===== config.mk =====
export PLATFORM = sky130hd
export DESIGN_NAME = au_rr_arbiter
export DESIGN_NICKNAME = d
export VERILOG_FILES = /design/src/rtl/au_pkg.sv /design/src/rtl/au_rr_pick.sv /design/src/rtl/au_rr_arbiter.sv
export SDC_FILE = /design/constraint.sdc
export NUM_CORES = 1
export LEC_CHECK = 0
export CORE_ASPECT_RATIO = 0.6
export CORE_MARGIN = 2
export CORE_UTILIZATION = 25
export DETAILED_ROUTE_END_ITERATION = 10
export PLACE_DENSITY = 0.62
export SLEW_MARGIN = 20
export SYNTH_ARGS = -nofsm -noshare
export SYNTH_HDL_FRONTEND = slang
export SYNTH_SLANG_ARGS = --single-unit

===== constraint.sdc =====
create_clock -name clk -period 2 [get_ports clk]
set_input_delay 0.4 -clock clk [delete_from_list [all_inputs] [get_ports clk]]
set_output_delay 0.4 -clock clk [all_outputs]
set_load 0.02 [all_outputs]

===== src/rtl/au_pkg.sv =====
// Shared types and helpers for the round-robin arbiter.
// Helpers work on fixed maximum-size vectors so one package serves every WIDTH
// up to AuMaxWidth; callers zero-extend their operands and slice the result.
package au_pkg;

  localparam int unsigned ARCH_MASKED = 0;
  localparam int unsigned ARCH_DOUBLE = 1;

  localparam int unsigned AuMaxWidth = 6;
  localparam int unsigned AuMaxN     = 1 << AuMaxWidth;

  typedef logic [AuMaxN-1:0]     au_vec_t;
  typedef logic [AuMaxWidth-1:0] au_idx_t;

  typedef struct packed {
    logic    found;
    au_idx_t idx;
  } au_pick_t;

  // One-hot decode of a binary index.
  function automatic au_vec_t onehot(input au_idx_t idx);
    au_vec_t v;
    v      = '0;
    v[idx] = 1'b1;
    return v;
  endfunction

  // Masked-request pick with unmasked fallback: lowest set bit at or above ptr,
  // otherwise lowest set bit overall. Only the low 2**idx_w request bits count.
  function automatic au_pick_t rr_pick(input au_vec_t req, input au_idx_t ptr,
                                       input au_idx_t idx_w);
    au_pick_t    masked;
    au_pick_t    any;
    int unsigned n;
    masked = '0;
    any    = '0;
    n      = 32'd1 << idx_w;
    for (int unsigned i = 0; i < AuMaxN; i++) begin
      if (i < n && req[i]) begin
        if (!any.found) begin
          any.found = 1'b1;
          any.idx   = au_idx_t'(i);
        end
        if (!masked.found && i >= 32'(ptr)) begin
          masked.found = 1'b1;
          masked.idx   = au_idx_t'(i);
        end
      end
    end
    return masked.found ? masked : any;
  endfunction

endpackage


===== src/rtl/au_rr_pick.sv =====
// Combinational round-robin pick: first requester at or after ptr, wrapping.
// ARCH selects masked+fallback (ARCH_MASKED) or double-width rotate (ARCH_DOUBLE);
// both produce identical results.
module au_rr_pick
  import au_pkg::*;
#(
  parameter int unsigned WIDTH = 3,
  parameter int unsigned ARCH  = ARCH_MASKED
) (
  input  logic [2**WIDTH-1:0] req_i,
  input  logic [WIDTH-1:0]    ptr_i,
  output logic [WIDTH-1:0]    win_o,
  output logic                found_o
);

  localparam int unsigned N = 2**WIDTH;

  if (ARCH == ARCH_DOUBLE) begin : g_double
    logic [2*N-1:0] dbl;
    logic [N-1:0]   rot;

    // Rotate req so ptr lands at bit 0, then find-first and rotate the index back.
    always_comb begin
      dbl     = {req_i, req_i} >> ptr_i;
      rot     = dbl[N-1:0];
      found_o = 1'b0;
      win_o   = '0;
      for (int unsigned k = 0; k < N; k++) begin
        if (!found_o && rot[k]) begin
          found_o = 1'b1;
          win_o   = ptr_i + WIDTH'(k);
        end
      end
    end

    logic unused_dbl;
    assign unused_dbl = ^dbl[2*N-1:N];
  end else begin : g_masked
    au_pick_t pick;

    // Masked search with fallback lives in the package so it can be shared.
    always_comb begin
      pick    = rr_pick(au_vec_t'(req_i), au_idx_t'(ptr_i), au_idx_t'(WIDTH));
      win_o   = pick.idx[WIDTH-1:0];
      found_o = pick.found;
    end

    logic unused_pick;
    assign unused_pick = ^pick;
  end

endmodule


===== src/rtl/au_rr_arbiter.sv =====
// Round-robin arbiter over 2**WIDTH requesters with a registered binary grant
// and valid/ready output handshake. The priority pointer advances past each winner.
// Optional: define AU_RR_ARBITER_ONEHOT_EN to add a registered one-hot out_grant.
module au_rr_arbiter
  import au_pkg::*;
#(
  parameter int unsigned WIDTH = 3,
  parameter int unsigned ARCH  = ARCH_MASKED
) (
  input  logic                clk,
  input  logic                rst_n,
  input  logic [2**WIDTH-1:0] req,
  output logic [2**WIDTH-1:0] req_ack,
  output logic                out_valid,
  input  logic                out_ready,
`ifdef AU_RR_ARBITER_ONEHOT_EN
  output logic [2**WIDTH-1:0] out_grant,
`endif
  output logic [WIDTH-1:0]    out_idx
);

  localparam int unsigned N = 2**WIDTH;

  logic [WIDTH-1:0] ptr_q, ptr_d;
  logic [WIDTH-1:0] idx_q, idx_d;
  logic             valid_q, valid_d;
  logic [WIDTH-1:0] win;
  logic             found;
  logic             load;
  au_vec_t          win_oh;

  au_rr_pick #(
    .WIDTH (WIDTH),
    .ARCH  (ARCH)
  ) u_pick (
    .req_i   (req),
    .ptr_i   (ptr_q),
    .win_o   (win),
    .found_o (found)
  );

  // Next-state and capture strobe; req is ignored while the output is stalled.
  always_comb begin
    load    = !valid_q || out_ready;
    win_oh  = onehot(au_idx_t'(win));
    ptr_d   = ptr_q;
    idx_d   = idx_q;
    valid_d = valid_q;
    req_ack = '0;
    if (load) begin
      if (found) begin
        idx_d   = win;
        valid_d = 1'b1;
        ptr_d   = win + WIDTH'(1);
        // Gated by rst_n so no requester sees an ack while state is held in reset.
        req_ack = rst_n ? win_oh[N-1:0] : '0;
      end else begin
        valid_d = 1'b0;
      end
    end
  end

  // Grant and pointer registers.
  always_ff @(posedge clk or negedge rst_n) begin
    if (!rst_n) begin
      ptr_q   <= '0;
      idx_q   <= '0;
      valid_q <= 1'b0;
    end else begin
      ptr_q   <= ptr_d;
      idx_q   <= idx_d;
      valid_q <= valid_d;
    end
  end

  assign out_valid = valid_q;
  assign out_idx   = idx_q;

`ifdef AU_RR_ARBITER_ONEHOT_EN
  logic [N-1:0] grant_q, grant_d;

  // One-hot copy of the grant; zero whenever no grant is held.
  always_comb begin
    grant_d = grant_q;
    if (load) begin
      grant_d = found ? win_oh[N-1:0] : '0;
    end
  end

  // One-hot grant register.
  always_ff @(posedge clk or negedge rst_n) begin
    if (!rst_n) begin
      grant_q <= '0;
    end else begin
      grant_q <= grant_d;
    end
  end

  assign out_grant = grant_q;
`endif

  logic unused_oh;
  assign unused_oh = ^win_oh;

endmodule


==> Word-level counts from Yosys, hierarchy flattened <==
Cells that the tools add are included.
{ "word_totals": {"out_inout_bits": 12, "in_bits": 11, "ff_bits": 7} }
{ "classes": {"reduce_logical": 16, "addsub": 1, "magnitude_cmp": 9, "mux": 38} }
{ "ops": {"columns": ["op", "count"], "rows": [
  ["2-to-1 mux 7 bit", 24],
  ["2-to-1 mux 6 bit", 8],
  ["2-to-1 mux 8 bit", 3],
  [">= comparator 3 bit, first input constant", 3],
  ["logical AND 1 bit", 7],
  ["zero test 1 bit", 7],
  ["less-than comparator 3 x 7 -> 1 bit, second input constant", 1],
  [">= comparator 1 x 3 -> 1 bit, first input constant", 2],
  [">= comparator 2 x 3 -> 1 bit, first input constant", 2],
  ["adder 3 x 1 -> 3 bit, second input constant", 1],
  ["demux 1 bit (select 3 bit)", 1],
  [">= comparator 3 x 1 -> 1 bit, second input constant", 1],
  ["2-to-1 mux 1 bit", 2],
  ["AND reduction 2 bit", 1],
  ["logical OR 1 bit", 1]
]} }

==> Depth between registers and ports, before layout <==
{ "depth": {"depth_word": 37, "ltp_mapped": 7, "mapped_depth_nobuf": 6} }

==> Modules after synthesis <==
From an unflattened synthesis, not the netlist that was laid out.
{ "unflattened": {"cells_unflattened": 66, "area_unflattened_um2": 619.3} }
{ "modules_own_cells": {"columns": ["module", "seq_area_each_um2", "cells_each", "area_each_um2", "instances"], "rows": [
  ["au_rr_arbiter", 175.2, 32, 381.6, 1],
  ["au_rr_pick", 0.0, 34, 237.7, 1]
]} }

==> Worst setup path before layout <==
No wires, ideal clock.
{ "synth_path": {"path_type": "register to output", "startpoint": "reg ptr_q[1]", "endpoint": "out req_ack[1]", "arrival_ns": 1.705, "path_slack_ns": -0.105, "path_stages_with_launch": 7, "n_path_buf": 1, "required_ns": 1.600, "cell_sequence": "dfrtp_1 -> buf_6 -> mux2_1 -> a222oi_1 -> a21oi_2 -> nand2b_1 -> nor2_1"} }
{ "synth_between": {"elab_chain_cells": 37, "word_cells_on_any_way": 44, "classes_between": "9 x order compare; 22 x mux; 13 x reduce/logical"} }
{ "synth_lines": {"columns": ["element", "line", "rtl"], "rows": [
  ["start: declaration", "au_rr_arbiter.sv:24", "logic [WIDTH-1:0] ptr_q, ptr_d;"],
  ["start signal: assignment", "au_rr_arbiter.sv:70", "ptr_q <= ptr_d;"],
  [">= comparator 1 x 3 -> 1 bit", "au_pkg.sv:44", "if (!masked.found && i >= 32'(ptr)) begin"],
  ["2-to-1 mux 7 bit", "au_pkg.sv:44", null],
  ["2-to-1 mux 7 bit", "au_pkg.sv:39", "if (i < n && req[i]) begin"],
  ["zero test 1 bit", "au_pkg.sv:44", null],
  ["logical AND 1 bit", "au_pkg.sv:44", null],
  ["2-to-1 mux 7 bit", "au_pkg.sv:44", null],
  ["2-to-1 mux 7 bit", "au_pkg.sv:39", null],
  ["zero test 1 bit", "au_pkg.sv:44", null],
  ["[21 not listed]", null, null],
  ["2-to-1 mux 7 bit (*)", "au_pkg.sv:50", "return masked.found ? masked : any;"],
  ["less-than comparator 3 x 7 -> 1 bit (not written as such) or >= comparator 3 x 1 -> 1 bit (tied branches)", "au_pkg.sv:24", "v[idx] = 1'b1;"],
  ["logical AND 1 bit (not written as such)", "au_pkg.sv:24", null],
  ["2-to-1 mux 1 bit (not written as such)", "au_pkg.sv:24", null],
  ["demux 1 bit (select 3 bit)", "au_pkg.sv:24", null],
  ["2-to-1 mux 8 bit", "au_rr_arbiter.sv:56", "req_ack = rst_n ? win_oh[N-1:0] : '0;"],
  ["2-to-1 mux 8 bit (*)", "au_rr_arbiter.sv:51", "if (found) begin"],
  ["2-to-1 mux 8 bit (*)", "au_rr_arbiter.sv:50", "if (load) begin"],
  ["end: declaration", "au_rr_arbiter.sv:13", "output logic [2**WIDTH-1:0] req_ack,"]
]} }
Every way passes the cells marked *; elsewhere a longest branch is shown, timed or not.

==> Worst setup path after layout <==
{ "layout_path": {"startpoint": "reg ptr_q[2]", "endpoint": "out req_ack[0]"} }
Same word-level chain as after synthesis.

==> impl_summary.txt <==
----------------------------------------------------
[Finish]
  # fillers ... roughly 240
  Final Core Density ... 52.4%
  Post-route design area ... 1280 um^2
  Post-layout nets ... around 150
  Area grow syn2layout ... 102%
  Ratio of cells with drive above 1 in the final layout ... 61.7%
  Number of antenna cells inserted ... 0
  Final Non-Filler Cells ... 165

[Min path]
  Hold crit path type ... reg -> reg
  Number of instances on the worst hold path ... 1
  Min-Delay Endpoint ... out_idx[1]
  Hold path startpoint ... out_idx[1]

[Floorplan]
  DIE AREA ... 2970 um^2
  Core Area ... between 2000 and 2500 um^2
  Die span in y ... 43.1 um
  Die extent in x ... 69.1 um
  Effective utilization at floorplan ... between 20% and 30%
  Count of standard-cell rows ... 14
  Ports placed on the boundary ... 23

[Synthesis]
  Proportion of synthesized chip area in sequential cells ... between 20 and 30%
  Primary FF master, synth ... sky130_fd_sc_hd__dfrtp_1
  Top-area cell type share of the netlist area ... 27.6%
  Synth top cells by count ... sky130_fd_sc_hd__nor2_1 (13), sky130_fd_sc_hd__dfrtp_1 (7), sky130_fd_sc_hd__nand2_1 (6), sky130_fd_sc_hd__inv_1 (5), sky130_fd_sc_hd__o21ai_1 (4)
  Leading cell type by number of instances after synthesis ... sky130_fd_sc_hd__nor2_1
  Synthesized area ... 636 um^2
  Number of standard cells after synthesis ... roughly 80
  Top area cells in the synthesized netlist ... sky130_fd_sc_hd__dfrtp_1 (28%), sky130_fd_sc_hd__nor2_1 (7.7%), sky130_fd_sc_hd__mux2_1 (5.3%)
  Number of synthesized register bits ... 7
  Share of flip-flops with an asynchronous set or reset ... 100%
  Number of distinct library cells after synthesis ... 34
  Post-synth EDFFs ... 0
  Synthesized Nets ... slightly below 90
  Count of synthesis-stage warnings from yosys ... 0
  Synth area leader ... sky130_fd_sc_hd__dfrtp_1
  Syn_area_per_cell ... 8.15 um^2

[Drt]
  Routed vias/inst ... about 4.9
  Post-route DRC violation count ... 0
  DRT iter0 DRCs ... 20
  Wire per inst ... 14.0 um
  Final wirelength ... 2300 um
  Via Count ... between 800 and 900
  Antenna-violating nets left ... 0
  Number of iterations in the first detailed-routing pass ... 4

[Timing]
  Post-Route Hold Slack ... 0.484 ns
  Max Slew Vio Count ... 0
  Smallest setup slack after layout ... -0.405 ns
  Slew at the pin closest to its max-slew limit ... around 0.35 ns
  Number of endpoints failing setup at the final stage ... 8
  F_max ... 416 MHz
  Number of hold violations in the final report ... 0
  Worst slew margin relative to its limit ... 76.4%
  Post-route fraction of the period consumed by the critical path ... 120%
  Final critical-path required period ... 2.40 ns
  Final Skew ... 0.00601 ns
  Setup repair after global routing missed its margin ... yes

[Placement]
  Detail Placement HPWL ... 1580 um
  Area of placed instances ... roughly 1100 um^2
  Pre-CTS setup slack ... -1.19 ns
  Number of placed cells counting well taps ... roughly 150
  Count of buffers inserted at the top-level ports ... 22
  Last weighted congestion value of the routability-driven placer ... ~0.81

[Clocking]
  Number of sinks handled by clock tree synthesis ... 7
  Cell chosen for the clock root ... sky130_fd_sc_hd__clkbuf_8
  Clock buffer count from CTS ... 3
  H-tree depth reported by CTS ... 1
  Clock tree from TritonCTS ... built
  Clock-pin transition on the worst setup and hold timing paths ... 0.04 ns
  Clk Latency, worst-skew pair ... 0.23 ns
  Clock buffer depth ... 2

[Critical path]
  Slowest CP cell ... sky130_fd_sc_hd__dfrtp_2
  Endpoint arrival time on the critical path ... 2.00 ns
  Most numerous cell on the critical path ... sky130_fd_sc_hd__buf_4
  Kind of cell adding the most delay to the critical path ... simple AND/OR/NAND/NOR gates
  Critical Path End Type ... output pin
  Reg-to-reg slack, setup ... 0.06 ns
  Critical path class ... reg -> out
  CP bufs+invs ... 2
  Delay of the slowest critical-path stage ... 0.46 ns
  Startpoint of the worst register-to-register path ... ptr_q[1]
  Worst-path maximum fanout ... 8
  Reg2Reg Depth ... 9
  Kind of start point of the critical path ... register
  CP required ... 1.60 ns
  Critical path cell sequence ... nand2_1, nand3b_1, buf_4, o21ai_2, a31o_1, nand2_2, nor2_1, buf_4
  Terminus of the critical flop-to-flop path ... ptr_q[2]

[GRT]
  Global-route wire length before repair ... 3570 um
  Antenna violations before repair ... 0
  Total routing usage reported by global routing ... 15.4%
  GR Overflow Total ... 0
  Maximum number of pins on one net before global-route repair ... 10
  Via count of the first global-routing pass ... 746

[Run]
  Max-cap check violation count ... 0

[Power and ir drop]
  Static leakage power ... 0.564 nW
  P per Cell Area ... 1400 nW/um^2
  Peak supply drop ... around 0.0005 V

[Status]
  Failing checks ... negative setup slack
  Run status ... complete, but fails checks

----------------------------------------------------
## worst register-to-register path: stages, from the launching register on
cell	delay (ns)
sky130_fd_sc_hd__dfrtp_2	0.45
sky130_fd_sc_hd__buf_4	0.18
sky130_fd_sc_hd__nor2_2	0.11
sky130_fd_sc_hd__o21ai_1	0.11
sky130_fd_sc_hd__a222oi_1	0.30
sky130_fd_sc_hd__a21oi_2	0.13
sky130_fd_sc_hd__buf_4	0.16
sky130_fd_sc_hd__buf_4	0.13
sky130_fd_sc_hd__o21ba_1	0.17
sky130_fd_sc_hd__o22ai_1	0.13
## how the worst max path moves through the flow
stage,end,cells after the start,slack (ns),start
2_1_floorplan,req_ack[0],4,-0.02,req[7]
3_3_place_gp,req_ack[7],9,-1.19,req[3]
3_5_place_dp,req_ack[7],9,-1.19,req[3]
4_1_cts,req_ack[2],7,-0.38,ptr_q[0]
5_1_grt,req_ack[0],8,-0.48,ptr_q[2]
6_report,req_ack[0],8,-0.40,ptr_q[2]
## layout by cell type, fill, tap and decap left out, types with 4 or more instances in the layout
cell type,instances
sky130_fd_sc_hd__nand2_1,4
sky130_fd_sc_hd__buf_4,31
sky130_fd_sc_hd__nor2_4,6
sky130_fd_sc_hd__o21ai_1,6
sky130_fd_sc_hd__clkdlybuf4s50_1,6
sky130_fd_sc_hd__dfrtp_1,4
sky130_fd_sc_hd__inv_1,5
sky130_fd_sc_hd__nor2_2,4
sky130_fd_sc_hd__buf_6,10
## per-stage QoR
step / TNS (ns) / power (W)
3_3_place_gp: -11.25 / 0.00129
4_1_cts: -2.69 / 0.00168
5_1_grt: -3.32 / 0.00190
6_report: -2.66 / 0.00180
3_5_place_dp: -11.26 / 0.00130
2_1_floorplan: -0.0256 / 0.000904
## registers in the layout, summed over array words and instances, names as in the netlist
signal / count
ptr_q: 3
out_idx: 3
out_valid: 1
## repair_timing
item	4_1_cts	5_1_grt
pin swaps	14	12
resized for setup	84	14
setup endpoints to repair	14	9
hold buffers	0	0
setup buffers	6	4
## metal layers
layer | global-route usage (%) | vias to the layer above | routed length, um
li1 | - | 400 | -
met1 | 21.7 | 383 | 1160
met2 | 23.3 | 18 | 1050
met3 | 2.85 | 2 | 73
met4 | 5.88 | 0 | 13
met5 | 0 | - | 0
## cell families (layout without fill, tap and decap cells)
family | after synthesis | count (layout) | synth area share [%]
AO/OA/AOI/OAI | 27 | 27 | 33.3
buffers and inverters | 8 | 63 | 7.09
flip-flops | 7 | 7 | 27.6
multiplexers | 3 | 3 | 5.31
AND/OR/NAND/NOR | 33 | 33 | 26.8
## final cells by class
class                   count  area [um^2]  share of cell area, %
clock buffers               3         41.3                   3.21
clock inverters             1         5.00                  0.389
inverters                   5         18.8                   1.46
multi-input cells          63          552                   42.9
flip-flops and latches      7          179                   13.9
well taps                  32         40.0                   3.12
repair buffers             54          449                   35.0
## report_power, final
group          total (W)  switching [W]  internal, W
Combinational    0.00131       0.000621     0.000684
Clock           0.000200      0.0000645     0.000135
Sequential      0.000296      0.0000851     0.000210
Power figures use the tool's default switching activity.
==> variant 1: new RTL, same settings <==
The package constant `AuMaxWidth` goes from 6 to 8.
--- a/src/rtl/au_pkg.sv
+++ b/src/rtl/au_pkg.sv
@@ -6,7 +6,7 @@
   localparam int unsigned ARCH_MASKED = 0;
   localparam int unsigned ARCH_DOUBLE = 1;
 
-  localparam int unsigned AuMaxWidth = 6;
+  localparam int unsigned AuMaxWidth = 8;
   localparam int unsigned AuMaxN     = 1 << AuMaxWidth;
 
   typedef logic [AuMaxN-1:0]     au_vec_t;
Behaviour: unchanged (Yosys induction, for registers that start in step).
==> variant 1 against the original RTL <==
Largest power group unchanged. Highest routed layer unchanged. Setup slack lost 64 ps. Wire length up 10%. Non-clock buffer count is 8 higher. The flow still finishes with violations (negative setup slack). Synthesized area up 7.9%. Count of clock-buffer cells in the layout up 1. Power down 0.56%. Critical path type is now in2out. Register-to-register slack got worse by 40 ps. Cell area grew 14%. Sequential cell count unchanged. Critical endpoint is now req_ack[5].
==> variant 1: results (changes against the original RTL) <==
| Metric | Value |
|---|---|
| Post-placement setup slack | -1434 ps (was -1189 ps) |
| Yosys cell types | 38 (was 34) |
| Worst reg2reg path depth | 7 (was 9) |
| Vias post-DR | 890 (was 803) |
| Vias in the first global route | 877 (was 746) |
| Top fanout value on the critical path | 7 (was 8) |
| HP Start | out_idx[2] (was out_idx[1]) |
| DRT met1 WL | 1219 um (was 1163 um) |
| Post-synthesis compound-gate area fraction | 28.65% (was 33.27%) |
| Placed cells | 162 (was 152) |
| Fillers | 210 (was 239) |
| Mux share of post-synthesis cell area | 4.745% (was 5.315%) |
| Leakage | 0.6555 nW (was 0.5636 nW) |
| Status | complete, but fails checks (unchanged) |
| Hold Path Sink | out_idx[2] (was out_idx[1]) |
| Met3 routed WL | 85 um (was 73 um) |
| Failing checks | negative setup slack (unchanged) |
| Slew margin rel. | 71.76% (was 76.38%) |
| Share of cells above drive strength 1 | 59.72% (was 61.65%) |
| DR WL met2 | 1184 um (was 1053 um) |
| Final setup vio count | 8 (unchanged) |
| Average vias per placed instance | 5.057 (was 4.867) |
| Global placement routability congestion | 0.8768 (was 0.8128) |
| First-pass GRT wire length | 3953 um (was 3567 um) |
| DRT iter0 DRCs | 62 (was 20) |
| Worst path max stage delay | 370 ps (was 460 ps) |
| Final Worst Setup Slack | -468.7 ps (was -404.6 ps) |
| R2r startpoint | ptr_q[0] (was ptr_q[1]) |
## variant 1: per-stage QoR
step / TNS (ps) / power (mW) / area [um2] / hold WS, ps
after floorplan: -1991 / 0.8846 / 773.2 / 104.4
after global placement: -12960 / 1.280 / 1231 / 462.9
after detailed placement: -13720 / 1.298 / 1231 / 468.5
after CTS: -3581 / 1.570 / 1340 / 478.3
after global routing: -4140 / 1.903 / 1465 / 533.7
final: -3572 / 1.790 / 1465 / 473.8
## variant 1: routing by layer
| layer | vias to the layer above | global-route usage [%] |
|---|---|---|
| met5 | - | 0 |
| met4 | 0 | 9.811 |
| met3 | 6 | 1.822 |
| met2 | 16 | 25.56 |
| met1 | 435 | 22.12 |
| li1 | 433 | - |
## variant 1: layout make-up
type | count | area, um2 | share of cell area, %
repair buffers | 62 | 533.0 | 36.38
multi-input cells | 70 | 664.4 | 45.35
well taps | 32 | 40.04 | 2.733
flip-flops and latches | 7 | 178.9 | 12.21
inverters | 1 | 3.754 | 0.2562
clock buffers | 4 | 45.04 | 3.074
## variant 1: kinds of logic after synthesis
family / after synthesis
buf+inv: 6
flops: 7
mux: 3
compound gates: 22
simple gates: 45
## variant 1: how the worst max path moves through the flow
stage / startpoint / endpoint / slack, ps
global route: ptr_q[0] / req_ack[4] / -530
detailed placement: req[0] / req_ack[5] / -1430
floorplan: req[0] / req_ack[1] / -330
finish: req[2] / req_ack[5] / -470
global placement: req[3] / req_ack[5] / -1360
CTS: req[2] / req_ack[5] / -470
## variant 1: power groups by stage
| stage | sequential (mW) | combinational [mW] | clock [mW] |
|---|---|---|---|
| floorplan | 0.259 | 0.625 | 0 |
| global placement | 0.284 | 0.996 | 0 |
| detailed placement | 0.285 | 1.01 | 0 |
| CTS | 0.294 | 1.07 | 0.202 |
| global route | 0.320 | 1.37 | 0.209 |
| finish | 0.310 | 1.29 | 0.194 |
## variant 1: repair_timing
| action | in CTS | in global routing |
|---|---|---|
| hold buffers | 0 | 0 |
| hold endpoints to repair | 0 | 0 |
| resized for setup | 82 | 13 |
| setup endpoints to repair | 14 | 9 |
| buffers inserted | 3 | 7 |
| pin swaps | 12 | 5 |
## variant 1: worst max-delay path, delay by kind of cell
| family | cells | cell delay [ps] |
|---|---|---|
| compound gates | 2 | 630 |
| simple gates | 3 | 800 |
| buf+inv | 2 | 240 |
==> variant 2: new RTL, same flow settings <==
Without the edit above. Add a define of `AU_RR_ARBITER_ONEHOT_EN`.
--- a/src/rtl/au_rr_arbiter.sv
+++ b/src/rtl/au_rr_arbiter.sv
@@ -1,6 +1,8 @@
 // Round-robin arbiter over 2**WIDTH requesters with a registered binary grant
 // and valid/ready output handshake. The priority pointer advances past each winner.
 // Optional: define AU_RR_ARBITER_ONEHOT_EN to add a registered one-hot out_grant.
+`define AU_RR_ARBITER_ONEHOT_EN
+
 module au_rr_arbiter
   import au_pkg::*;
 #(
Formal check against the unedited RTL (old outputs only; new: out_grant): equivalent (Yosys induction, for registers that start in step).
==> variant 2 against the original RTL <==
The flow still finishes with violations (negative setup slack). Synthesized area is 40% higher. Cell area is 43% higher. Maximum frequency is 1.0% lower. Power is 41% higher. Wire length is 47% higher. Setup slack worse by 25 ps. Critical path type is now in2out. Sequential cell count is 8 higher. Count of clock-buffer cells in the layout stayed put. Register-to-register slack worse by 200 ps.
==> variant 2: results (changes against the original RTL) <==
| Metric | Value |
|---|---|
| Area contributors post-synth | dfrtp_1 (42%), nand2_1 (8.0%), a32o_1 (3.4%), nor2_1 (3.4%), a21oi_1 (2.8%) (was dfrtp_1 (28%), nor2_1 (7.7%), mux2_1 (5.3%), a311oi_2 (4.7%), and2b_1 (3.5%)) |
| Worst-Skew Late Latency | 250 ps (was 230 ps) |
| Seq/Total Area, Yosys | 42.31% (was 27.56%) |
| Arrival time of the worst setup path | 2030 ps (was 2000 ps) |
| Hold Path Sink | out_idx[0] (was out_idx[1]) |
| Sw power | 1.118 mW (was 0.7704 mW) |
| Slowest CP cell | or2_2 (was dfrtp_2) |
| Final hold slack | 495.7 ps (was 484.2 ps) |
| Worst path max stage delay | 330 ps (was 460 ps) |
| Finished Layout Cells | 219 (was 165) |
| Final setup vio count | 15 (was 8) |
| Share of cells above drive strength 1 | 56.32% (was 61.65%) |
| Post-Syn Area | 887.1 um2 (was 635.6 um2) |
| Seq_cells | 15 (was 7) |
| Clock network area share | 2.527% (was 3.603%) |
| Reg2reg setup slack | -140 ps (was 60 ps) |
| Util after Layout | 55.12% (was 52.40%) |
| Final Worst Setup Slack | -429.1 ps (was -404.6 ps) |
| Mapped Cells | 105 (was 78) |
| Post-placement setup slack | -1237 ps (was -1189 ps) |
| Largest net degree at the start of global routing | 14 (was 10) |
| DRT iter0 DRCs | 36 (was 20) |
| Failing checks | negative setup slack (unchanged) |
| DP HPWL | 2312 um (was 1577 um) |
| WHS Path Cells | 2 (was 1) |
| Worst vdd ir | 0.7228 mV (was 0.4953 mV) |
| Non-clk buf share | 33.47% (was 34.96%) |
| Comb_multi_in | 83 (was 63) |
| Setup crit start | req[4] (was ptr_q[2]) |
| Top fanout value on the critical path | 3 (was 8) |
| Nets | 186 (was 145) |
| Flop pwr share | 22.1% (was 16.4%) |
| Non-CTS inverters | 4 (was 5) |
| Final Power | 2.545 mW (was 1.800 mW) |
| Drt wl/cell | 15.45 um (was 13.96 um) |
| Area of the multi-input gates | 721.9 um2 (was 551.8 um2) |
| Status | complete, but fails checks (unchanged) |
| Tot GR Track Use | 16.39% (was 15.37%) |
| Fillers | 299 (was 239) |
| Clock transition at path regs | 60 ps (was 40 ps) |
| HP Start | out_idx[0] (was out_idx[1]) |
| Syn_nets | 116 (was 89) |
| Leakage | 0.7995 nW (was 0.5636 nW) |
| Comb pwr share | 68.2% (was 72.5%) |
| R2r startpoint | ptr_q[0] (was ptr_q[1]) |
| I/O Buffers | 30 (was 22) |
[variant 2: timing repair]
action | in CTS | in global routing
endpoints found under the setup margin | 22 | 17
pin swaps | 13 | 17
gates resized for setup | 89 | 28
buffers inserted | 5 | 3
[variant 2: metal layers]
metal / global-route usage [%] / wire [um] / vias to the layer above / part of all wire (%)
li1: - / - / 518 / -
met4: 2.825 / 27 / 0 / 0.80
met3: 4.676 / 223 / 4 / 6.6
met1: 22.32 / 1537 / 532 / 45
met2: 26.31 / 1595 / 42 / 47
met5: 0 / 0 / - / 0
[variant 2: kinds of logic after synthesis]
logic type / count (synthesis) / synth area share (%)
AO/OA/AOI/OAI: 30 / 24.26
XOR/XNOR: 1 / 0.9875
buffers and inverters: 7 / 3.385
flip-flops: 15 / 42.31
AND/OR/NAND/NOR: 52 / 29.06
